### src/rtl/wb_burst_arbiter.sv
// wb_burst_arbiter
//
// Round-robin arbiter that lets three Wishbone masters (icache_0, icache_1,
// dcache) share one inner Wishbone bus. A master that wins keeps the bus for
// as long as its cyc stays high, so bursts and strobe gaps are never split.
// There is always at least one idle bus cycle between two owners.
//
// Optional feature: define WB_ARB_TIMEOUT_EN to add an 8-bit watchdog. The
// watchdog counts stalled strobe cycles. When the count reaches TIMEOUT, it
// raises m_err to the owner for one cycle and parks the arbiter in an abort
// state until the owner drops cyc. Without the macro, TIMEOUT is ignored.
//
// Ports
//   i_clk, i_rst               clock, asynchronous active-high reset
//   m_cyc/m_stb/m_we [2:0]     per-master cycle, strobe, write enable
//   m_adr [3*ADDR_W-1:0]       packed master addresses (master n in slice n)
//   m_dat_w [47:0]             packed 16-bit master write data
//   m_sel [5:0]                packed 2-bit byte selects
//   m_4_burst/m_8_burst [2:0]  per-master burst hints
//   m_ack/m_err [2:0]          per-master acknowledge / error
//   m_dat_r [15:0]             slave read data, broadcast to all masters
//   s_*                        shared inner bus (master side out, slave responses in)
//   o_grant [2:0]              one-hot current owner, zero when idle
module wb_burst_arbiter #(
   parameter int unsigned ADDR_W  = 24,
   parameter int unsigned TIMEOUT = 255
) (
   input  logic                  i_clk,
   input  logic                  i_rst,
   input  logic [2:0]            m_cyc,
   input  logic [2:0]            m_stb,
   input  logic [2:0]            m_we,
   input  logic [3*ADDR_W-1:0]   m_adr,
   input  logic [47:0]           m_dat_w,
   input  logic [5:0]            m_sel,
   input  logic [2:0]            m_4_burst,
   input  logic [2:0]            m_8_burst,
   output logic [2:0]            m_ack,
   output logic [2:0]            m_err,
   output logic [15:0]           m_dat_r,
   output logic                  s_cyc,
   output logic                  s_stb,
   output logic                  s_we,
   output logic [ADDR_W-1:0]     s_adr,
   output logic [15:0]           s_dat_w,
   output logic [1:0]            s_sel,
   output logic                  s_4_burst,
   output logic                  s_8_burst,
   input  logic                  s_ack,
   input  logic                  s_err,
   input  logic [15:0]           s_dat_r,
   output logic [2:0]            o_grant
);

`ifdef WB_ARB_TIMEOUT_EN
   typedef enum logic [1:0] {StIdle, StBusy, StAbort} state_e;
   localparam logic [7:0] WdLimit = 8'(TIMEOUT);
   logic [7:0] wd_q, wd_d;
`else
   typedef enum logic [0:0] {StIdle, StBusy} state_e;
`endif

   state_e     state_q, state_d;
   logic [2:0] grant_q, grant_d;
   logic [1:0] owner_q, owner_d;
   logic [1:0] last_owner_q, last_owner_d;
   logic [1:0] win_idx;
   logic       own_cyc, own_stb, busy, live, timeout_hit;

   // Index of the master 'off' positions after 'base', modulo 3.
   function automatic logic [1:0] rr_idx(input logic [1:0] base, input int unsigned off);
      int unsigned sum;
      sum = (32'(base) + off) % 3;
      return sum[1:0];
   endfunction

   // Walk the rotation backwards so the nearest successor of last_owner wins;
   // last_owner itself is the lowest priority.
   always_comb begin
      win_idx = last_owner_q;
      for (int unsigned i = 3; i >= 1; i--) begin
         if (m_cyc[rr_idx(last_owner_q, i)]) win_idx = rr_idx(last_owner_q, i);
      end
   end

   assign own_cyc = m_cyc[owner_q];
   assign own_stb = m_stb[owner_q];
   assign busy    = (state_q == StBusy);
   assign live    = busy & own_cyc;

`ifdef WB_ARB_TIMEOUT_EN
   assign timeout_hit = live & own_stb & ~s_ack & ~s_err & (wd_q == WdLimit);
`else
   assign timeout_hit = 1'b0;
`endif

   always_comb begin
      state_d      = state_q;
      grant_d      = grant_q;
      owner_d      = owner_q;
      last_owner_d = last_owner_q;
`ifdef WB_ARB_TIMEOUT_EN
      wd_d         = wd_q;
`endif
      unique case (state_q)
         StIdle: begin
            if (|m_cyc) begin
               grant_d = 3'b001 << win_idx;
               owner_d = win_idx;
               state_d = StBusy;
`ifdef WB_ARB_TIMEOUT_EN
               wd_d    = '0;
`endif
            end
         end
         StBusy: begin
            if (!own_cyc) begin
               state_d      = StIdle;
               grant_d      = '0;
               last_owner_d = owner_q;
            end
`ifdef WB_ARB_TIMEOUT_EN
            else if (timeout_hit) begin
               state_d = StAbort;
            end else if (s_ack || s_err) begin
               wd_d = '0;
            end else if (own_stb) begin
               wd_d = wd_q + 8'd1;
            end
`endif
         end
`ifdef WB_ARB_TIMEOUT_EN
         StAbort: begin
            if (!own_cyc) begin
               state_d      = StIdle;
               grant_d      = '0;
               last_owner_d = owner_q;
            end
         end
`endif
         default: state_d = StIdle;
      endcase
   end

   always_ff @(posedge i_clk or posedge i_rst) begin
      if (i_rst) begin
         state_q      <= StIdle;
         grant_q      <= '0;
         owner_q      <= '0;
         last_owner_q <= 2'd2;
`ifdef WB_ARB_TIMEOUT_EN
         wd_q         <= '0;
`endif
      end else begin
         state_q      <= state_d;
         grant_q      <= grant_d;
         owner_q      <= owner_d;
         last_owner_q <= last_owner_d;
`ifdef WB_ARB_TIMEOUT_EN
         wd_q         <= wd_d;
`endif
      end
   end

   // The bus side is a pure function of the registered state, so a reset
   // blanks it in the same cycle.
   assign s_cyc     = busy & own_cyc;
   assign s_stb     = busy & own_stb;
   assign s_we      = busy & m_we[owner_q];
   assign s_adr     = busy ? m_adr[32'(owner_q)*ADDR_W +: ADDR_W] : '0;
   assign s_dat_w   = busy ? m_dat_w[32'(owner_q)*16 +: 16] : '0;
   assign s_sel     = busy ? m_sel[32'(owner_q)*2 +: 2] : '0;
   assign s_4_burst = busy & m_4_burst[owner_q];
   assign s_8_burst = busy & m_8_burst[owner_q];

   // Responses reach only the owner, and only while it still holds cyc.
   assign m_ack   = (live & s_ack) ? grant_q : '0;
   assign m_err   = ((live & s_err) | timeout_hit) ? grant_q : '0;
   assign m_dat_r = s_dat_r;
   assign o_grant = grant_q;

endmodule

### config.mk
export PLATFORM = sky130hd
export DESIGN_NAME = wb_burst_arbiter
export DESIGN_NICKNAME = d
export VERILOG_FILES = /design/src/rtl/wb_burst_arbiter.sv
export SDC_FILE = /design/constraint.sdc
export NUM_CORES = 1
export LEC_CHECK = 0
export BUFFER_PORTS_ARGS = -buffer_cell sky130_fd_sc_hd__buf_4
export CAP_MARGIN = 15
export CORE_AREA = 2 2 90 92
export CTS_CLUSTER_DIAMETER = 120
export DETAILED_ROUTE_END_ITERATION = 8
export DIE_AREA = 0 0 92 94
export MAX_ROUTING_LAYER = met4
export PLACE_DENSITY = 0.63
export SLEW_MARGIN = 20
export SYNTH_ARGS = -nofsm -noshare
export SYNTH_HDL_FRONTEND = slang
export SYNTH_SLANG_ARGS = --single-unit
### constraint.sdc
create_clock -name i_clk -period 2.2 [get_ports i_clk]
set_input_delay 0.11 -clock i_clk [delete_from_list [all_inputs] [get_ports i_clk]]
set_output_delay 0.11 -clock i_clk [all_outputs]
set_load 0.02 [all_outputs]
# ---- Word-level counts from Yosys, hierarchy flattened
# Index checks and enable logic that the tools add are counted.
dict set report classes {
  addsub 3
  multipliers 1
  div 3
  order_cmp 4
  eq_ne 2
  shift 4
  muxes 30
  bitwise 9
  n_reduce_logical 4
}
# op n
set op_table {}
lappend op_table {{$mod A32 B2 Y32 const B} 3}
lappend op_table {{$shiftx A72 B8 Y24} 1}
lappend op_table {{$shiftx A48 B7 Y16} 1}
lappend op_table {{$mux W24} 1}
lappend op_table {{$bmux W1 S2} 8}
lappend op_table {{$mux W16} 1}
lappend op_table {{$lt A2 B3 Y1 const B} 4}
lappend op_table {{$mux W3} 4}
lappend op_table {{$mux W1} 10}
lappend op_table {{$mux W2} 4}
lappend op_table {{$and A1 B1 Y1} 7}
lappend op_table {{$add A2 B2 Y3 const B} 2}
lappend op_table {{$pmux W3 S2} 1}
lappend op_table {{$reduce_and A2 Y1} 3}
lappend op_table {{$shiftx A6 B4 Y2} 1}
lappend op_table {{$mul A2 B2 Y4 const B} 1}
lappend op_table {{$ne A2 B2 Y1 const B} 2}
lappend op_table {{$add A2 B1 Y3 const B} 1}
lappend op_table {{$reduce_or A3 Y1} 1}
lappend op_table {{$shl A1 B2 Y3 const A} 1}
lappend op_table {{$not A1 Y1} 2}
lappend op_table {{$pmux W1 S2} 1}
dict set report totals {
  reg_bits 8
  inputBits 161
  output_inout_bits 72
  wordCells 64
}

# ---- Longest topological paths before layout
# Gate-level depths: netlist of the first run.
dict set report depth {
  ltp_word 10
  mapped_depth 8
  mapped_depth_nobuf 7
}

# ---- Worst setup path before layout of the first run
# No wires, ideal clock.
dict set report synth_timing {
  path_kind {reg-to-reg}
  from {register last_owner_q[1]}
  to {register grant_q[0], in the netlist o_grant[0]}
  setup_ps 122
  t_arrival_ps 1657
  required_ps 2078
  slack_ps 422
  stages_incl_launch_ff 7
  n_path_buf 0
  synth_period_minus_slack_ps 1778
  path_cell_list {dfstp_2 -> ha_1 -> mux2i_1 -> o22ai_1 -> a221oi_2 -> nor2_1 -> a32o_1}
}
dict set report synth_via {
  elab_chain_cells 10
  elab_cells_between_ends 18
  classes_between {3 x add/sub; 3 x div; 1 x shift; 11 x mux}
}
# item line_no
set synth_lines {}
lappend synth_lines {{start: declaration} 66} ;# logic [1:0] last_owner_q, last_owner_d;
lappend synth_lines {{start signal: assignment} 158} ;# last_owner_q <= last_owner_d;
lappend synth_lines {{$add A2 B2 Y3} 73} ;# sum = (32'(base) + off) % 3;
lappend synth_lines {{$mod A32 B2 Y32} 73}
lappend synth_lines {{$bmux W1 S2} 82} ;# if (m_cyc[rr_idx(last_owner_q, i)]) win_idx = rr_idx(last_owner_q, i);
lappend synth_lines {{$mux W1 (implied by the code)} 82}
lappend synth_lines {{$mux W2 (2 in a row)} 82}
lappend synth_lines {{$mux W2 *} 82}
lappend synth_lines {{$shl A1 B2 Y3 *} 108} ;# grant_d = 3'b001 << win_idx;
lappend synth_lines {{$mux W3 *} 107} ;# if (|m_cyc) begin
lappend synth_lines {{$pmux W3 S2 *} 105} ;# unique case (state_q)
lappend synth_lines {{end signal: assignment} 156} ;# grant_q <= grant_d;
lappend synth_lines {{end: declaration} 64} ;# logic [2:0] grant_q, grant_d;
# Every way passes the cells marked *; elsewhere a longest branch is shown, timed or not. The select of a mux whose other input is x is not followed.
# A chain may end at the register's enable or synchronous reset.

# ---- Final worst setup path of the first run
# Same ends and word-level chain as after synthesis.

==> impl_metrics.ini, run 1 <==
[floorplan]
initial_utilization = 0.262
fp.dieH_um = 94
core_area_um2 = 7610
fp.dieArea_um2 = 8650
pin_count = 233
fp.dieW_um = 92
row_count = 32

[sta]
slew_viol_final = 0
hold_viol = 0
period_share = 0.891
setup_viol = 0
fin_crit_ns = 1.96
slew_headroom = 0.653
fin_tns_setup_ns = 0
skew_ns = 0.00522
rsz0062_at_grt = false
fmax_mhz = 510
worstMarginPinSlew_ns = 0.521

[clocking]
cts_tree = yes
cts.sinks = 8
path_clk_slew_ns = 0.04
clk_latency_ns = 0.23
cts_resized = 0
clockBufferDepth = 2
htree_levels = 1
root_buffer = clkbuf_8
numCtsBuffers = 3

[hold_path]
hp-class = in2out
min_from = s_dat_r[13]
holdPathEnd = m_dat_r[13]
hold_depth = 0

[logic_synthesis]
synth_flop_cell = dfrtp_1
synth_cell_types = 30
yosys_warnings = 0
synth-seq-cells = 8
synth-edff-count = 0
synth.net_count = 458
synthCells = 293
syn_avg_cell_area_um2 = 6.81
async_reset_ff_frac = 1.00
ys_seq_area_frac = 0.101
syn-cell-area_um2 = 2000

[worst_setup_path]
worstSetupStartpointType = flop
crit_chain = ha_1, mux2i_1, o22ai_1, a221oi_2, nor2_1, a32o_1
crit_fanout = 7
cp.arrival_ns = 2.07
reg2reg_slack_ns = 0.24
critPathSlowestCell = dfstp_2
critical_path.endpoint_type = flop
crit_type = reg2reg
rr_endpoint = o_grant[0]
ff2ff_path_depth = 6
r2r-start = last_owner_q[1]
required_ns = 2.31
crit_path_max_incr_delay_ns = 0.55

[global_routing]
grt_pass1_wl_mm = 11.9
grt_use_total = 0.168
grt_max_degree = 34
overflow = 0
first_global_vias = 2533
antenna_found_initial = 0

[placement]
dp_hpwl_mm = 6.34
routabilityCongestion = 0.797
io_buffers = 200

[detailed_routing]
vias = 2626
drc = 0
routedWlPerCell_um = 13.8
antenna_left = 0
first_pass_iters = 4
drtIter0Drc = 55
routed_wl_mm = 7.86
viasPerCell = 4.62

[outcome]
status = complete, no violations

[flow_run]
cap_violations = 0

[cells_and_area]
multi_input_area_um2 = 1550
num-nets-final = 632
fillers = 787
synthToLayoutAreaGrowth_pct = 76.6
n_antenna_cell = 0
seq_area_um2 = 203
final_cell_mix = buf_4 (207), nand2_1 (54), mux2i_1 (50), and2_1 (47), o21ai_0 (29)
final_util = 0.463
final_common_cell = buf_4
drive_above_1_share = 0.461

[power_and_ir_drop]
pwr_density_cell_nw_per_um2 = 1050
power.leakage_nw = 1.74
ir_worst_vdd_mv = 0.583
==> cells in the mapped netlist, types with 3 or more instances <==
| cell type | instances | area (µm²) |
|---|---|---|
| and2_1 | 47 | 294 |
| and3_1 | 6 | 37.5 |
| buf_2 | 9 | 45.0 |
| buf_4 | 20 | 150 |
| clkbuf_1 | 11 | 41.3 |
| dfrtp_1 | 7 | 175 |
| ha_1 | 4 | 50.1 |
| inv_1 | 5 | 18.8 |
| mux2i_1 | 50 | 500 |
| nand2_1 | 54 | 203 |
| nor2_1 | 3 | 11.3 |
| nor2b_1 | 4 | 25.0 |
| o21ai_0 | 29 | 145 |
| o21ai_1 | 22 | 110 |
| o22ai_1 | 4 | 25.0 |
==> worst max path at each step <==
stage / from / endpoint / slack (ns) / depth (start not counted)
global placement: last_owner_q[1] / o_grant[0] / 0.31 / 6
global route: last_owner_q[1] / o_grant[1] / 0.08 / 6
finish: last_owner_q[1] / o_grant[0] / 0.24 / 6
CTS: last_owner_q[1] / o_grant[1] / 0.24 / 6
detailed placement: last_owner_q[1] / o_grant[1] / 0.22 / 6
floorplan: last_owner_q[1] / o_grant[0] / 0.42 / 6
==> per-stage QoR <==
step | power (mW) | cells | cell area (µm²) | worst slack, ns | hold slack [ns]
CTS | 3.76 | 568 | 3520 | 0.241 | 0.220
global placement | 3.53 | 563 | 3470 | 0.314 | 0.0772
global route | 4.01 | 568 | 3520 | 0.0803 | 0.220
detailed placement | 3.57 | 563 | 3470 | 0.217 | 0.0802
finish | 3.71 | 568 | 3520 | 0.240 | 0.220
floorplan | 2.37 | 293 | 2000 | 0.422 | -0.0751
==> final cells by class <==
cell class	instances	share of cell area
Clock buffer	4	0.0128
Inverter	5	0.00532
Multi-Input combinational cell	240	0.439
Sequential cell	8	0.0575
Tap cell	102	0.0362
Timing Repair Buffer	209	0.449
==> power breakdown <==
group	switching, mW	leakage (nW)	internal [mW]
combinational	1.76	1.62	1.49
sequential	0.0668	0.0986	0.211
clock	0.0563	0.0228	0.125
total	1.88	1.74	1.83
==> critical path: cells and delay by family, from the launching register on <==
family / cells / cell delay, ns
DFF: 1 / 0.55
and+or+nand+nor: 1 / 0.09
muxes: 1 / 0.30
adders and majority gates: 1 / 0.29
AOI/OAI and AO/OA: 3 / 0.62
==> sequential cells by signal (all words and copies together), names as in the netlist <==
name          flops
o_grant           3
owner_q           2
busy              1
last_owner_q      2
==> repair_timing <==
item                                    CTS  global route
endpoints found under the setup margin    0             0
hold endpoints to repair                  7             0
setup buffers                             0             0
hold buffers                              1             0
==> logic make-up after synthesis <==
kind of cell | count (synthesis) | synth area share
AND/OR/NAND/NOR | 122 | 0.312
buffers and inverters | 45 | 0.128
AO/OA/AOI/OAI | 62 | 0.172
adder cells (fa/ha/maj) | 4 | 0.0251
flip-flops | 8 | 0.101
multiplexers | 52 | 0.262
==> routing by layer <==
layer | track usage | up-vias | part of all wire
met4 | 0.0249 | 0 | 0.0099
met1 | 0.192 | 1181 | 0.39
met5 | - | - | 0
met2 | 0.314 | 112 | 0.53
li1 | - | 1322 | -
met3 | 0.0313 | 11 | 0.073
Power figures use the tool's default switching activity.
==> run 2: changes to the inputs <==
--- a/config.mk
+++ b/config.mk
@@ -6,12 +6,10 @@
 export NUM_CORES = 1
 export LEC_CHECK = 0
 export BUFFER_PORTS_ARGS = -buffer_cell sky130_fd_sc_hd__buf_4
-export CAP_MARGIN = 15
 export CORE_AREA = 2 2 90 92
 export CTS_CLUSTER_DIAMETER = 120
 export DETAILED_ROUTE_END_ITERATION = 8
 export DIE_AREA = 0 0 92 94
-export MAX_ROUTING_LAYER = met4
 export PLACE_DENSITY = 0.63
 export SLEW_MARGIN = 20
 export SYNTH_ARGS = -nofsm -noshare
==> impl_metrics.ini, run 2 (synthesis results as in run 1) <==
[sta]
setup_viol = 0
rsz0062_at_grt = false
fmax_mhz = 513
period_share = 0.886
fin_tns_setup_ns = 0
fin_crit_ns = 1.95
slew_viol_final = 0
hold_viol = 0
hold-worst-slack_ns = 0.220
skew_ns = 0.00489
slew_headroom = 0.655
worstMarginPinSlew_ns = 0.518

[detailed_routing]
routed_wl_mm = 7.84
vias = 2622
antenna_left = 0
first_pass_iters = 4
drc = 0
viasPerCell = 4.62
drtIter0Drc = 69
routedWlPerCell_um = 13.8

[hold_path]
hp-class = in2out
min_from = s_dat_r[13]
hold_depth = 0

[floorplan]
fp.dieW_um = 92
fp.dieArea_um2 = 8650
fp.dieH_um = 94
initial_utilization = 0.262
core_area_um2 = 7610
row_count = 32
pin_count = 233

[outcome]
status = complete, no violations

[worst_setup_path]
crit_type = reg2reg
reg2reg_slack_ns = 0.25
critical_path.endpoint_type = flop
required_ns = 2.31
worstSetupStartpointType = flop
ff2ff_path_depth = 6
cp.arrival_ns = 2.06
crit_start = last_owner_q[1]
crit_fanout = 7
r2r-start = last_owner_q[1]

[clocking]
cts_tree = yes
numCtsBuffers = 3
root_buffer = clkbuf_8
htree_levels = 1
cts.sinks = 8
path_clk_slew_ns = 0.04
cts_resized = 0
clockBufferDepth = 2
clk_latency_ns = 0.23

[placement]
place_inst = 563
routabilityCongestion = 0.786
io_buffers = 200
dp_hpwl_mm = 6.34

[power_and_ir_drop]
switching_share = 0.507
p_switching_mw = 1.88
cell_internal_pwr_mw = 1.83
power_mw = 3.71
combPwrFrac = 0.876
pwr_density_cell_nw_per_um2 = 1050
ir_worst_vdd_mv = 0.580
power.leakage_nw = 1.74
p_seq_frac = 0.075
pwr-share-clk = 0.049

[cells_and_area]
drive_above_1_share = 0.461
synthToLayoutAreaGrowth_pct = 76.6
n_antenna_cell = 0
largest_reg_flops = 3
num-nets-final = 632
final_cell_mix = buf_4 (207), nand2_1 (54), mux2i_1 (50), and2_1 (47), o21ai_0 (29)
final_common_cell = buf_4
fillers = 787
final_cells = 568

[global_routing]
grt_pass1_wl_mm = 11.8
antenna_found_initial = 0
grt_use_total = 0.164
overflow = 0
grt_max_degree = 34
first_global_vias = 2534

[flow_run]
cap_violations = 0
## run 2: area by class of cell
cell class	count	area, µm²	share of cell area
clock buffer	4	45.0	0.0128
inverter	5	18.8	0.00532
multi-input combinational	240	1550	0.439
sequential	8	203	0.0575
tap	102	128	0.0362
timing repair buffer	209	1580	0.449
## run 2: stage by stage
step | instance area [µm²] | utilization | worst slack (ns)
finish | 3520 | 0.463 | 0.250
global route | 3520 | 0.463 | 0.0901
CTS | 3520 | 0.463 | 0.241
detailed placement | 3470 | 0.456 | 0.217
global placement | 3470 | 0.456 | 0.314
floorplan | 2000 | - | 0.422
## run 2: path summary, 6_finish.rpt
kind / to
min in group asynchronous: owner_q[0]
max in group asynchronous: last_owner_q[1]
max reg2reg: o_grant[0]
min reg2reg: o_grant[1]
min: m_dat_r[13]
max: o_grant[0]
## run 2: power by group through the flow
stage,combinational (mW),sequential (mW),clock (mW)
5_1_grt,3.52,0.290,0.198
3_5_place_dp,3.29,0.280,0
2_1_floorplan,2.10,0.275,0
6_report,3.25,0.279,0.181
4_1_cts,3.29,0.280,0.187
3_3_place_gp,3.25,0.276,0
## run 2: repair_timing
| action | 4_1_cts | 5_1_grt |
|---|---|---|
| hold endpoints to repair | 7 | 0 |
| hold buffers | 1 | 0 |
| buffers inserted | 0 | 0 |
## run 2: per-layer routing
layer	vias up	GRT usage	share of wire
met2	113	0.314	0.53
met4	0	0.0249	0.0099
met1	1174	0.190	0.39
met5	-	0	0
met3	10	0.0345	0.075
li1	1325	-	-
## run 2: critical path, cell delays in order (launching register included)
cell	delay (ns)
dfstp_2	0.55
ha_1	0.28
mux2i_1	0.29
o22ai_1	0.13
a221oi_2	0.27
nor2_1	0.09
a32o_1	0.21
==> run 3: changes to the inputs <==
--- a/config.mk
+++ b/config.mk
@@ -5,12 +5,13 @@
 export SDC_FILE = /design/constraint.sdc
 export NUM_CORES = 1
 export LEC_CHECK = 0
+export ABC_AREA = 1
 export BUFFER_PORTS_ARGS = -buffer_cell sky130_fd_sc_hd__buf_4
 export CORE_AREA = 2 2 90 92
 export CTS_CLUSTER_DIAMETER = 120
 export DETAILED_ROUTE_END_ITERATION = 8
 export DIE_AREA = 0 0 92 94
-export PLACE_DENSITY = 0.63
+export PLACE_DENSITY = 0.61
 export SLEW_MARGIN = 20
 export SYNTH_ARGS = -nofsm -noshare
 export SYNTH_HDL_FRONTEND = slang
==> impl_metrics.ini, run 3 <==
[placement]
placed_cell_area_um2 = 3310
io_buffers = 200
routabilityCongestion = 0.880
dp_hpwl_mm = 6.37

[worst_setup_path]
required_ns = 2.09
critical_path.endpoint_type = output pin
crit_type = reg2out
crit_fanout = 26
cp.arrival_ns = 1.78
ff2ff_path_depth = 12
worstSetupStartpointType = flop

[sta]
hold_viol = 0
fmax_mhz = 528
fin_crit_ns = 1.89
worstMarginPinSlew_ns = 0.519
skew_ns = 0.00233
slew_viol_final = 0
slew_headroom = 0.654
period_share = 0.861
rsz0062_at_grt = false
fin_tns_setup_ns = 0
setup_viol = 0

[hold_path]
hp-class = in2out
hold_depth = 0

[logic_synthesis]
synth.net_count = 541
yosys-top-cells-count = nor2_1 (103), nand2_1 (84), o21ai_0 (51), a21oi_1 (48), inv_1 (21)
syn_avg_cell_area_um2 = 4.91
synth-edff-count = 0
synth_cell_types = 19
syn-cell-area_um2 = 1850
synthTopCellsByArea = nor2_1 (21%), nand2_1 (17%), o21ai_0 (14%)
synth-seq-cells = 8
synthCells = 376
yosys_warnings = 0
yosysMostFrequentCell = nor2_1
yosysTopAreaCell = nor2_1
synth_top_area_share = 0.209
ys_seq_area_frac = 0.109
synth_flop_cell = dfrtp_1
async_reset_ff_frac = 1.00

[detailed_routing]
first_pass_iters = 4
viasPerCell = 4.57
antenna_left = 0
routedWlPerCell_um = 12.8
vias = 2978
drc = 0
routed_wl_mm = 8.35
drtIter0Drc = 65

[global_routing]
antenna_found_initial = 0
grt_use_met1 = 0.204
grt_use_total = 0.176
grt_max_degree = 49
first_global_vias = 2773
overflow = 0
grt_pass1_wl_mm = 12.7
grtUsageMet2 = 0.324
grt.busiest_layer = met2
gr-usage-met3 = 0.0361

[cells_and_area]
final_common_cell = buf_4
final_cell_mix = buf_4 (208), nor2_1 (103), nand2_1 (84), o21ai_0 (51), a21oi_1 (48)
synthToLayoutAreaGrowth_pct = 82.0
num-nets-final = 715
fin_area_um2 = 3360
largest_reg_flops = 3
n_antenna_cell = 0
fillers = 837
drive_above_1_share = 0.395

[clocking]
root_buffer = clkbuf_8
htree_levels = 1
cts_resized = 0
cts_tree = yes
clk_latency_ns = 0.23
hold_buffers = 1
numCtsBuffers = 3
clockBufferDepth = 2
path_clk_slew_ns = 0.04
cts.sinks = 8
post_cts_buffers = 0

[floorplan]
fp.dieArea_um2 = 8650
fp.dieW_um = 92
row_count = 32
pin_count = 233
fp.dieH_um = 94
core_area_um2 = 7610
initial_utilization = 0.243

[outcome]
status = complete, no violations

[flow_run]
cap_violations = 0

[power_and_ir_drop]
pwr_density_cell_nw_per_um2 = 1270
ir_worst_vdd_mv = 0.547
power.leakage_nw = 1.80
-- run 3: through the flow --
stage	utilization	hold slack [ns]	std cells	setup slack (ns)	total power, mW
final	0.442	0.220	651	0.305	4.26
after global routing	0.442	0.220	651	0.0793	4.71
after CTS	0.442	0.220	651	0.242	4.30
after detailed placement	0.435	0.0852	646	0.496	4.10
after global placement	0.435	0.0832	646	0.517	4.09
after floorplan	-	-0.0751	376	0.672	2.74
-- run 3: critical path, cell delays in order, from the launching register on --
cell	delay, ns
dfrtp_2	0.40
inv_2	0.22
nand2_1	0.15
inv_2	0.08
buf_4	0.26
nand2_1	0.08
a21oi_1	0.18
buf_4	0.18
-- run 3: where the power goes --
part	total, mW	internal (mW)	switching, mW	leakage [nW]
Combinational	3.79	1.46	2.34	1.68
Sequential	0.281	0.223	0.0581	0.0974
Clock	0.187	0.126	0.0614	0.0228
-- run 3: metal layers --
layer  routed length, µm  vias to the layer above
li1                    -                     1529
met1                3240                     1297
met2                4200                      128
met3                 734                       24
met4                 166                        0
met5                   0                        -
-- run 3: cell families after synthesis --
logic type / after synthesis / synth area share
simple gates: 198 / 0.411
compound gates: 102 / 0.279
buf+inv: 64 / 0.173
flops: 8 / 0.109
fa+ha+maj: 4 / 0.0271
-- run 3: worst paths after layout --
kind | from | end | slack [ns]
worst max register to register | last_owner_q[1] | owner_q[0] | 0.49
min in group asynchronous | i_rst | busy | 0.39
worst max-delay path | owner_q[0] | s_dat_w[15] | 0.31
worst min-delay path | s_dat_r[4] | m_dat_r[4] | 0.22
worst min register to register | o_grant[2] | o_grant[2] | 0.52
max in group asynchronous | i_rst | last_owner_q[1] | 1.52
-- run 3: layout make-up --
cell class | instances | area [µm²] | area share
clock buffers | 4 | 45.0 | 0.0134
inverters | 24 | 90.1 | 0.0268
multi-input cells | 304 | 1330 | 0.394
flip-flops and latches | 8 | 203 | 0.0603
well taps | 102 | 128 | 0.0380
repair buffers | 209 | 1570 | 0.467
